$ cat src/rtl/pwm_ramp_ctrl.sv
// Multi-channel duty sequencer: walks each pwm channel's duty select toward a
// commanded target one LSB per prescaler tick, or jumps to it on request.
module pwm_ramp_ctrl #(
    parameter int CHANNELS    = 4,
    parameter int CH_WIDTH    = 2,
    parameter int DS_WIDTH    = 4,
    parameter int STEP_CYCLES = 16
) (
    input  logic                         clk,
    input  logic                         reset,
    input  logic                         cmd_valid,
    output logic                         cmd_ready,
    input  logic [CH_WIDTH-1:0]          cmd_ch,
    input  logic [DS_WIDTH-1:0]          cmd_target,
    input  logic                         cmd_instant,
    output logic [CHANNELS-1:0]          pwm_en,
    output logic [CHANNELS*DS_WIDTH-1:0] pwm_ds,
    output logic [CHANNELS-1:0]          busy,
    output logic [CHANNELS-1:0]          done_pulse
);
    typedef enum logic [1:0] {IDLE = 2'd0, UP = 2'd1, DOWN = 2'd2} state_t;

    localparam int                  PS_W    = (STEP_CYCLES > 1) ? $clog2(STEP_CYCLES) : 1;
    localparam logic [PS_W-1:0]     PS_LAST = PS_W'(STEP_CYCLES - 1);
    localparam logic [DS_WIDTH-1:0] DS_MAX  = '1;

    logic [PS_W-1:0]              prescaler;
    logic                         tick;
    logic                         cmd_fire;
    logic [31:0]                  ch_idx;
    state_t                       state     [CHANNELS];
    state_t                       state_nxt [CHANNELS];
    logic [DS_WIDTH-1:0]          target    [CHANNELS];
    logic [DS_WIDTH-1:0]          cur;
    logic [DS_WIDTH-1:0]          stepped;
    logic [CHANNELS*DS_WIDTH-1:0] ds_nxt;
    logic [CHANNELS-1:0]          en_nxt;
    logic [CHANNELS-1:0]          busy_nxt;
    logic [CHANNELS-1:0]          done_nxt;

    // One LSB toward the target, clamped at the code range ends.
    function automatic logic [DS_WIDTH-1:0] step_toward(input logic [DS_WIDTH-1:0] val,
                                                        input logic up);
        if (up) begin
            return (val == DS_MAX) ? val : val + DS_WIDTH'(1);
        end
        return (val == '0) ? val : val - DS_WIDTH'(1);
    endfunction

    assign tick     = (prescaler == PS_LAST);
    assign cmd_fire = cmd_valid & cmd_ready;
    assign ch_idx   = 32'(cmd_ch);

    // A command to a channel takes priority over that channel's tick step.
    always_comb begin
        ds_nxt   = pwm_ds;
        en_nxt   = '0;
        busy_nxt = '0;
        done_nxt = '0;
        cur      = '0;
        stepped  = '0;
        for (int i = 0; i < CHANNELS; i++) begin
            state_nxt[i] = state[i];
            cur          = pwm_ds[i*DS_WIDTH +: DS_WIDTH];
            stepped      = step_toward(cur, state[i] == UP);
            if (cmd_fire && ch_idx == 32'(i)) begin
                if (cmd_instant || cmd_target == cur) begin
                    ds_nxt[i*DS_WIDTH +: DS_WIDTH] = cmd_target;
                    state_nxt[i] = IDLE;
                    done_nxt[i]  = 1'b1;
                end else if (cmd_target > cur) begin
                    state_nxt[i] = UP;
                end else begin
                    state_nxt[i] = DOWN;
                end
            end else if (tick && state[i] != IDLE) begin
                ds_nxt[i*DS_WIDTH +: DS_WIDTH] = stepped;
                if (stepped == target[i]) begin
                    state_nxt[i] = IDLE;
                    done_nxt[i]  = 1'b1;
                end
            end
            en_nxt[i]   = (ds_nxt[i*DS_WIDTH +: DS_WIDTH] != '0);
            busy_nxt[i] = (state_nxt[i] != IDLE);
        end
    end

    always_ff @(posedge clk) begin
        if (reset) begin
            cmd_ready  <= 1'b0;
            prescaler  <= '0;
            pwm_ds     <= '0;
            pwm_en     <= '0;
            busy       <= '0;
            done_pulse <= '0;
            for (int i = 0; i < CHANNELS; i++) begin
                state[i] <= IDLE;
            end
        end else begin
            cmd_ready  <= 1'b1;
            prescaler  <= tick ? '0 : prescaler + PS_W'(1);
            pwm_ds     <= ds_nxt;
            pwm_en     <= en_nxt;
            busy       <= busy_nxt;
            done_pulse <= done_nxt;
            for (int i = 0; i < CHANNELS; i++) begin
                state[i] <= state_nxt[i];
            end
        end
    end

    // Targets are only consulted while a channel is ramping, so they need no reset.
    always_ff @(posedge clk) begin
        for (int i = 0; i < CHANNELS; i++) begin
            if (cmd_fire && ch_idx == 32'(i)) begin
                target[i] <= cmd_target;
            end
        end
    end
endmodule

$ cat config.mk
export PLATFORM = sky130hd
export DESIGN_NAME = pwm_ramp_ctrl
export DESIGN_NICKNAME = d
export VERILOG_FILES = /design/src/rtl/pwm_ramp_ctrl.sv
export SDC_FILE = /design/constraint.sdc
export NUM_CORES = 1
export LEC_CHECK = 0
export CAP_MARGIN = 20
export CORE_MARGIN = 2
export CORE_UTILIZATION = 40
export DETAILED_ROUTE_END_ITERATION = 6
export MAX_ROUTING_LAYER = met4
export SETUP_SLACK_MARGIN = 0.15
export SYNTH_ARGS = -nofsm -noshare
export SYNTH_HDL_FRONTEND = slang
export SYNTH_SLANG_ARGS = --single-unit
$ cat constraint.sdc
create_clock -name clk -period 4.61 [get_ports clk]
set_clock_uncertainty 0.05 [all_clocks]
set_input_delay 0.461 -clock clk [delete_from_list [all_inputs] [get_ports clk]]
set_output_delay 0.461 -clock clk [all_outputs]
set_load 0.02 [all_outputs]
### Word level (Yosys, flattened, before mapping)

Memories as Yosys holds them, arrays and structs flattened.
Cells that the tools add are included.

| operators by class | value |
|---|---|
| bitwise logic cells | 5 |
| equality and inequality tests | 20 |
| mux-type cells | 92 |
| add/sub/neg operators | 9 |
| reduce and logical (&&, ||, !) cells | 33 |
| order comparisons | 4 |

Operators with widths:

| kind | count |
|---|---|
| two-way mux 4 bit | 31 |
| two-way mux 2 bit | 27 |
| two-way mux 1 bit | 34 |
| == test 4 bit | 8 |
| logical NOT 32 bit | 1 |
| adder 4 x 1 -> 4 bit (second input constant) | 5 |
| == test 4 bit (second input constant) | 5 |
| > comparator 4 bit | 4 |
| logical NOT 4 bit | 4 |
| nonzero test 2 bit | 8 |
| nonzero test 4 bit | 4 |
| subtractor 4 x 1 -> 4 bit (second input constant) | 4 |
| OR reduction 4 bit | 3 |
| == test 2 x 1 -> 1 bit (second input constant) | 5 |
| logical AND 1 bit | 8 |
| == test 2 bit (second input constant) | 2 |
| logical OR 1 bit | 4 |
| OR 1 bit | 4 |
| OR reduction 2 bit | 1 |
| AND 1 bit | 1 |

| word-level totals | value |
|---|---|
| memory bits (writable) | 24 |
| register bits | 33 |
| memories kept | 2 |
| word-level logic and storage cells | 171 |

Memories:

| name | depth | width | read ports | clocked after Yosys merged registers in | wr ports | line | text |
|---|---|---|---|---|---|---|---|
| target | 4 | 4 | 4 | 0 | 1 | 33 | `logic [DS_WIDTH-1:0] target [CHANNELS];` |
| state | 4 | 2 | 4 | 0 | 4 | 31 | `state_t state [CHANNELS];` |

### Logic depth before layout (Yosys ltp)

| logic depth | value |
|---|---|
| depth in word-level cells | 9 |
| mapped depth | 9 |
| mapped depth without buffers | 8 |

### Least setup slack after synthesis

Ideal clock, no wire load.

| timing | value |
|---|---|
| kind | register to register |
| start point | reg pwm_ds[1] |
| end point | mem state[0][0] in the netlist's numbering |
| buffers on the path | 0 |
| stages on the path, launching flop included | 9 |
| slack | 2184 ps |
| arrival | 2235 ps |
| setup time | 141 ps |
| path through | dfxtp_1 -> inv_1 -> ha_1 -> or3b_2 -> a21oi_1 -> a2bb2oi_1 -> xor2_1 -> nor4_1 -> o211ai_1 |

RTL lines:

| item | line | text |
|---|---|---|
| start: declaration | 17 | `output logic [CHANNELS*DS_WIDTH-1:0] pwm_ds,` |
| start signal: assignment | 102 | `pwm_ds <= ds_nxt;` |
| end: declaration | 31 |  |

### Final worst setup path

| timing | value |
|---|---|
| start point | reg pwm_ds[1] |
| end point | reg busy[0] |

| between the ends | value |
|---|---|
| longest elaborated chain between the ends | 9 |
| elaborated cells between the ends (all ways) | 18 |
| classes of those cells | add/sub: 2; order compare: 1; eq/ne: 3; mux: 9; reduce/logical: 3 |

RTL lines:

| item | line | text |
|---|---|---|
| adder 4 x 1 -> 4 bit / == test 4 bit (equally long branches) | 45 | `return (val == DS_MAX) ? val : val + DS_WIDTH'(1);` |
| two-way mux 4 bit | 45 |  |
| two-way mux 4 bit | 44 | `if (up) begin` |
| two-way mux 4 bit | 47 | `return (val == '0) ? val : val - DS_WIDTH'(1);` |
| == test 4 bit | 78 | `if (stepped == target[i]) begin` |
| two-way mux 2 bit | 78 |  |
| two-way mux 2 bit | 76 | `end else if (tick && state[i] != IDLE) begin` |
| two-way mux 2 bit * | 66 | `if (cmd_fire && ch_idx == 32'(i)) begin` |
| nonzero test 2 bit * | 84 | `busy_nxt[i] = (state_nxt[i] != IDLE);` |
| end signal: assignment | 104 | `busy <= busy_nxt;` |
| end: declaration | 18 | `output logic [CHANNELS-1:0] busy,` |

Every way passes the cells marked *; elsewhere a longest branch is shown, timed or not. The select of a mux whose other input is x is not followed.
A chain may end at the register's enable or synchronous reset.

==> results.sh <==
export IMPL_synth_nets=477
export IMPL_fin_hold_ws_ns=0.451
export IMPL_cp_max_fo=8
export IMPL_min_period_over_period_pct=64.3
export IMPL_p_switching_uw=344
export IMPL_grt_first_pass_wirelength_um=16400
export IMPL_cts_tree="done"
export IMPL_sw_frac_of_total_pct=30.1
export IMPL_yosysWarnings=0
export IMPL_p_comb_share_pct=14.8
export IMPL_cts_sinks=57
export IMPL_status="finished clean"
export IMPL_post_drt_wl_per_cell_um=16.5
export IMPL_clock_latency_ns=0.34
export IMPL_drt_wl_total_um=10000
export IMPL_areaGrowthSynthToFinish_pct=16.0
export IMPL_setup_slack_ns=1.65
export IMPL_power_mw=1.14
export IMPL_synth_top_cell_area_share_pct=21.3
export IMPL_clock_power_share_pct=37.3
export IMPL_synth_seq_area_share_pct=33.8
export IMPL_p_int_uw=799
export IMPL_h_tree_depth=3
export IMPL_critPathKind="reg2reg"
export IMPL_synthCells=442
export IMPL_synthTopCellsByArea="dfxtp_1 (21%), edfxtp_1 (12%), ha_1 (8.1%), nor2_1 (3.9%), o21ai_0 (3.5%)"
export IMPL_drc_errors=0
export IMPL_max_slew_worst_pin_slew_ns=0.770
export IMPL_required_ns=4.76
export IMPL_synthTopCellsByCount="dfxtp_1 (41), nor2_1 (40), nand2_1 (30)"
export IMPL_holdBufCountCts=0
export IMPL_fin_setup_tns_ns=0
export IMPL_syn_avg_cell_area_um2=8.71
export IMPL_regToRegSetupSlack_ns=1.65
export IMPL_nets=509
export IMPL_p_per_area_nw_per_um2=256
export IMPL_drv_cap=0
export IMPL_netlist_top_cell_by_area="dfxtp_1"
export IMPL_clock_fmax_ghz=0.337
export IMPL_die_w_um=102
export IMPL_crit_arrival_ns=3.11
export IMPL_grt_pass1_vias=3295
export IMPL_portBuffers=38
export IMPL_vias=3586
export IMPL_rows=35
export IMPL_post_synth_top_count_cell="dfxtp_1"
export IMPL_diodes=0
export IMPL_synth_main_ff_cell="dfxtp_1"
export IMPL_ios=39
export IMPL_grt_usage_pct=20.7
export IMPL_initial_utilization_pct=41.5
export IMPL_final_antenna_net_count=0
export IMPL_vias_per_cell=5.90
export IMPL_dp_slack_ns=1.46
export IMPL_dieArea_um2=10400
export IMPL_hp_class="reg2reg"
export IMPL_dr_pass1_iters=4
export IMPL_post_route_min_period_ns=2.96
export IMPL_core_um2=9280
export IMPL_routabilityCongestion=0.873
export IMPL_grt_overflow_total=0
export IMPL_multi_input_area_um2=2320
export IMPL_seqCellArea_um2=1300
export IMPL_ys_ff_latch=57
export IMPL_synth_edff_count=16
export IMPL_slew_violations=0
export IMPL_antenna_found_initial=0
export IMPL_cts_buffer_depth=2
export IMPL_drive_gt1_share_pct=6.05
export IMPL_synth_cell_types=69
export IMPL_leakage_nw=1.66
export IMPL_rsz0062_at_grt="no"
export IMPL_cts_resized=0
export IMPL_fillers=926
export IMPL_synth_area_um2=3850
export IMPL_die_h_um=102
export IMPL_grt_start_max_net_pins=19
export IMPL_setup_viol=0
export IMPL_hpwl_um=7220
export IMPL_cp_end_kind="flip-flop"
export IMPL_cts_buffers=9
export IMPL_async_reset_ff_share_pct=0
export IMPL_path_clk_slew_ns=0.08
export IMPL_drt_iter0_drc=156
export IMPL_hold_violations=0
export IMPL_relSlewSlack_pct=48.2
export IMPL_power_frac_seq_pct=47.9
export IMPL_post_route_util_pct=48.1
export IMPL_cts_root_buf="clkbuf_8"
export IMPL_cp_start_kind="flip-flop"
export IMPL_cts_setup_buffers=0
export IMPL_ir_drop_v=0.000250
==> metrics by stage <==
stage | instance area [um2] | cells
floorplan | 3850 | 442
global placement | 4290 | 592
detailed placement | 4290 | 592
CTS | 4460 | 608
global route | 4460 | 608
finish | 4460 | 608
==> state kept, by name, indices dropped and copies added, names as in the netlist <==
signal      cells
target         16
prescaler       4
busy            4
pwm_ds         16
pwm_en          4
state           8
cmd_ready       1
done_pulse      4
==> power groups by stage <==
stage          logic [mW]  registers, mW  clock network, mW
6_report            0.169          0.547              0.426
3_5_place_dp        0.168          0.558                  0
3_3_place_gp        0.165          0.558                  0
5_1_grt             0.187          0.550              0.455
4_1_cts             0.169          0.547              0.436
2_1_floorplan       0.108          0.561                  0
==> cells by family (layout without fill, tap and decap cells) <==
group | count (synthesis) | after routing | synth area share [%]
xor gates and xnor gates | 18 | 18 | 4.10
muxes | 5 | 5 | 2.05
AOI/OAI and AO/OA | 124 | 124 | 22.9
DFF | 57 | 57 | 33.8
adders and majority gates | 25 | 25 | 8.13
and+or+nand+nor | 165 | 165 | 23.1
buffers and inverters | 48 | 85 | 5.95
==> path summary, 6_finish.rpt <==
path                                     end         start  depth (start not counted)
worst max-delay path                 busy[0]     pwm_ds[1]                          8
worst min-delay path            prescaler[0]  prescaler[0]                          1
worst max register to register       busy[0]     pwm_ds[1]                          8
worst min register to register  prescaler[0]  prescaler[0]                          1
==> per-layer routing <==
| layer | up-vias | global-route usage (%) | share of wire, % |
|---|---|---|---|
| met4 | 0 | 5.85 | 1.1 |
| met1 | 1705 | 26.6 | 46 |
| li1 | 1736 | - | - |
| met3 | 18 | 4.31 | 5.6 |
| met2 | 127 | 33.1 | 48 |
| met5 | - | - | 0 |
==> worst max-delay path: stages (launching register included) <==
cell and delay (ns):
dfxtp_1 0.39, inv_1 0.21, ha_1 0.25, or3b_2 0.49, a21oi_1 0.16, a2bb2oi_1 0.29, xor2_1 0.11, nor4_1 0.69
o21ai_0 0.19
==> placed cells by master (no fill, tap or decap), drive strengths merged, types with 3 or more instances in the layout <==
master / instances
dfxtp: 41
inv: 29
o21a: 8
o2bb2ai: 3
o22ai: 6
nor3b: 3
a211o: 3
nor2: 40
a311oi: 4
a21oi: 17
mux2i: 3
edfxtp: 16
clkbuf: 9
nor3: 9
a31oi: 4
nand3: 14
clkinvlp: 5
nor4: 5
a21o: 5
nand4b: 3
nand2: 30
ha: 25
a41oi: 7
clkdlybuf4s50: 38
nor2b: 11
or3: 4
xnor2: 7
nand4: 10
o21ai: 28
o221ai: 3
and3: 7
o32ai: 3
o211ai: 7
o2111ai: 5
nand2b: 11
xor2: 11
o211a: 4
a22oi: 5
==> area by class of cell <==
class                           instances  area share (%)
Sequential cell                        57            29.1
Multi-Input combinational cell        337            51.9
Timing Repair Buffer                   40            8.86
Inverter                               29            2.44
Clock buffer                            9            2.77
Tap cell                              129            3.62
Clock inverter                          7            1.23
Power figures use the tool's default switching activity.
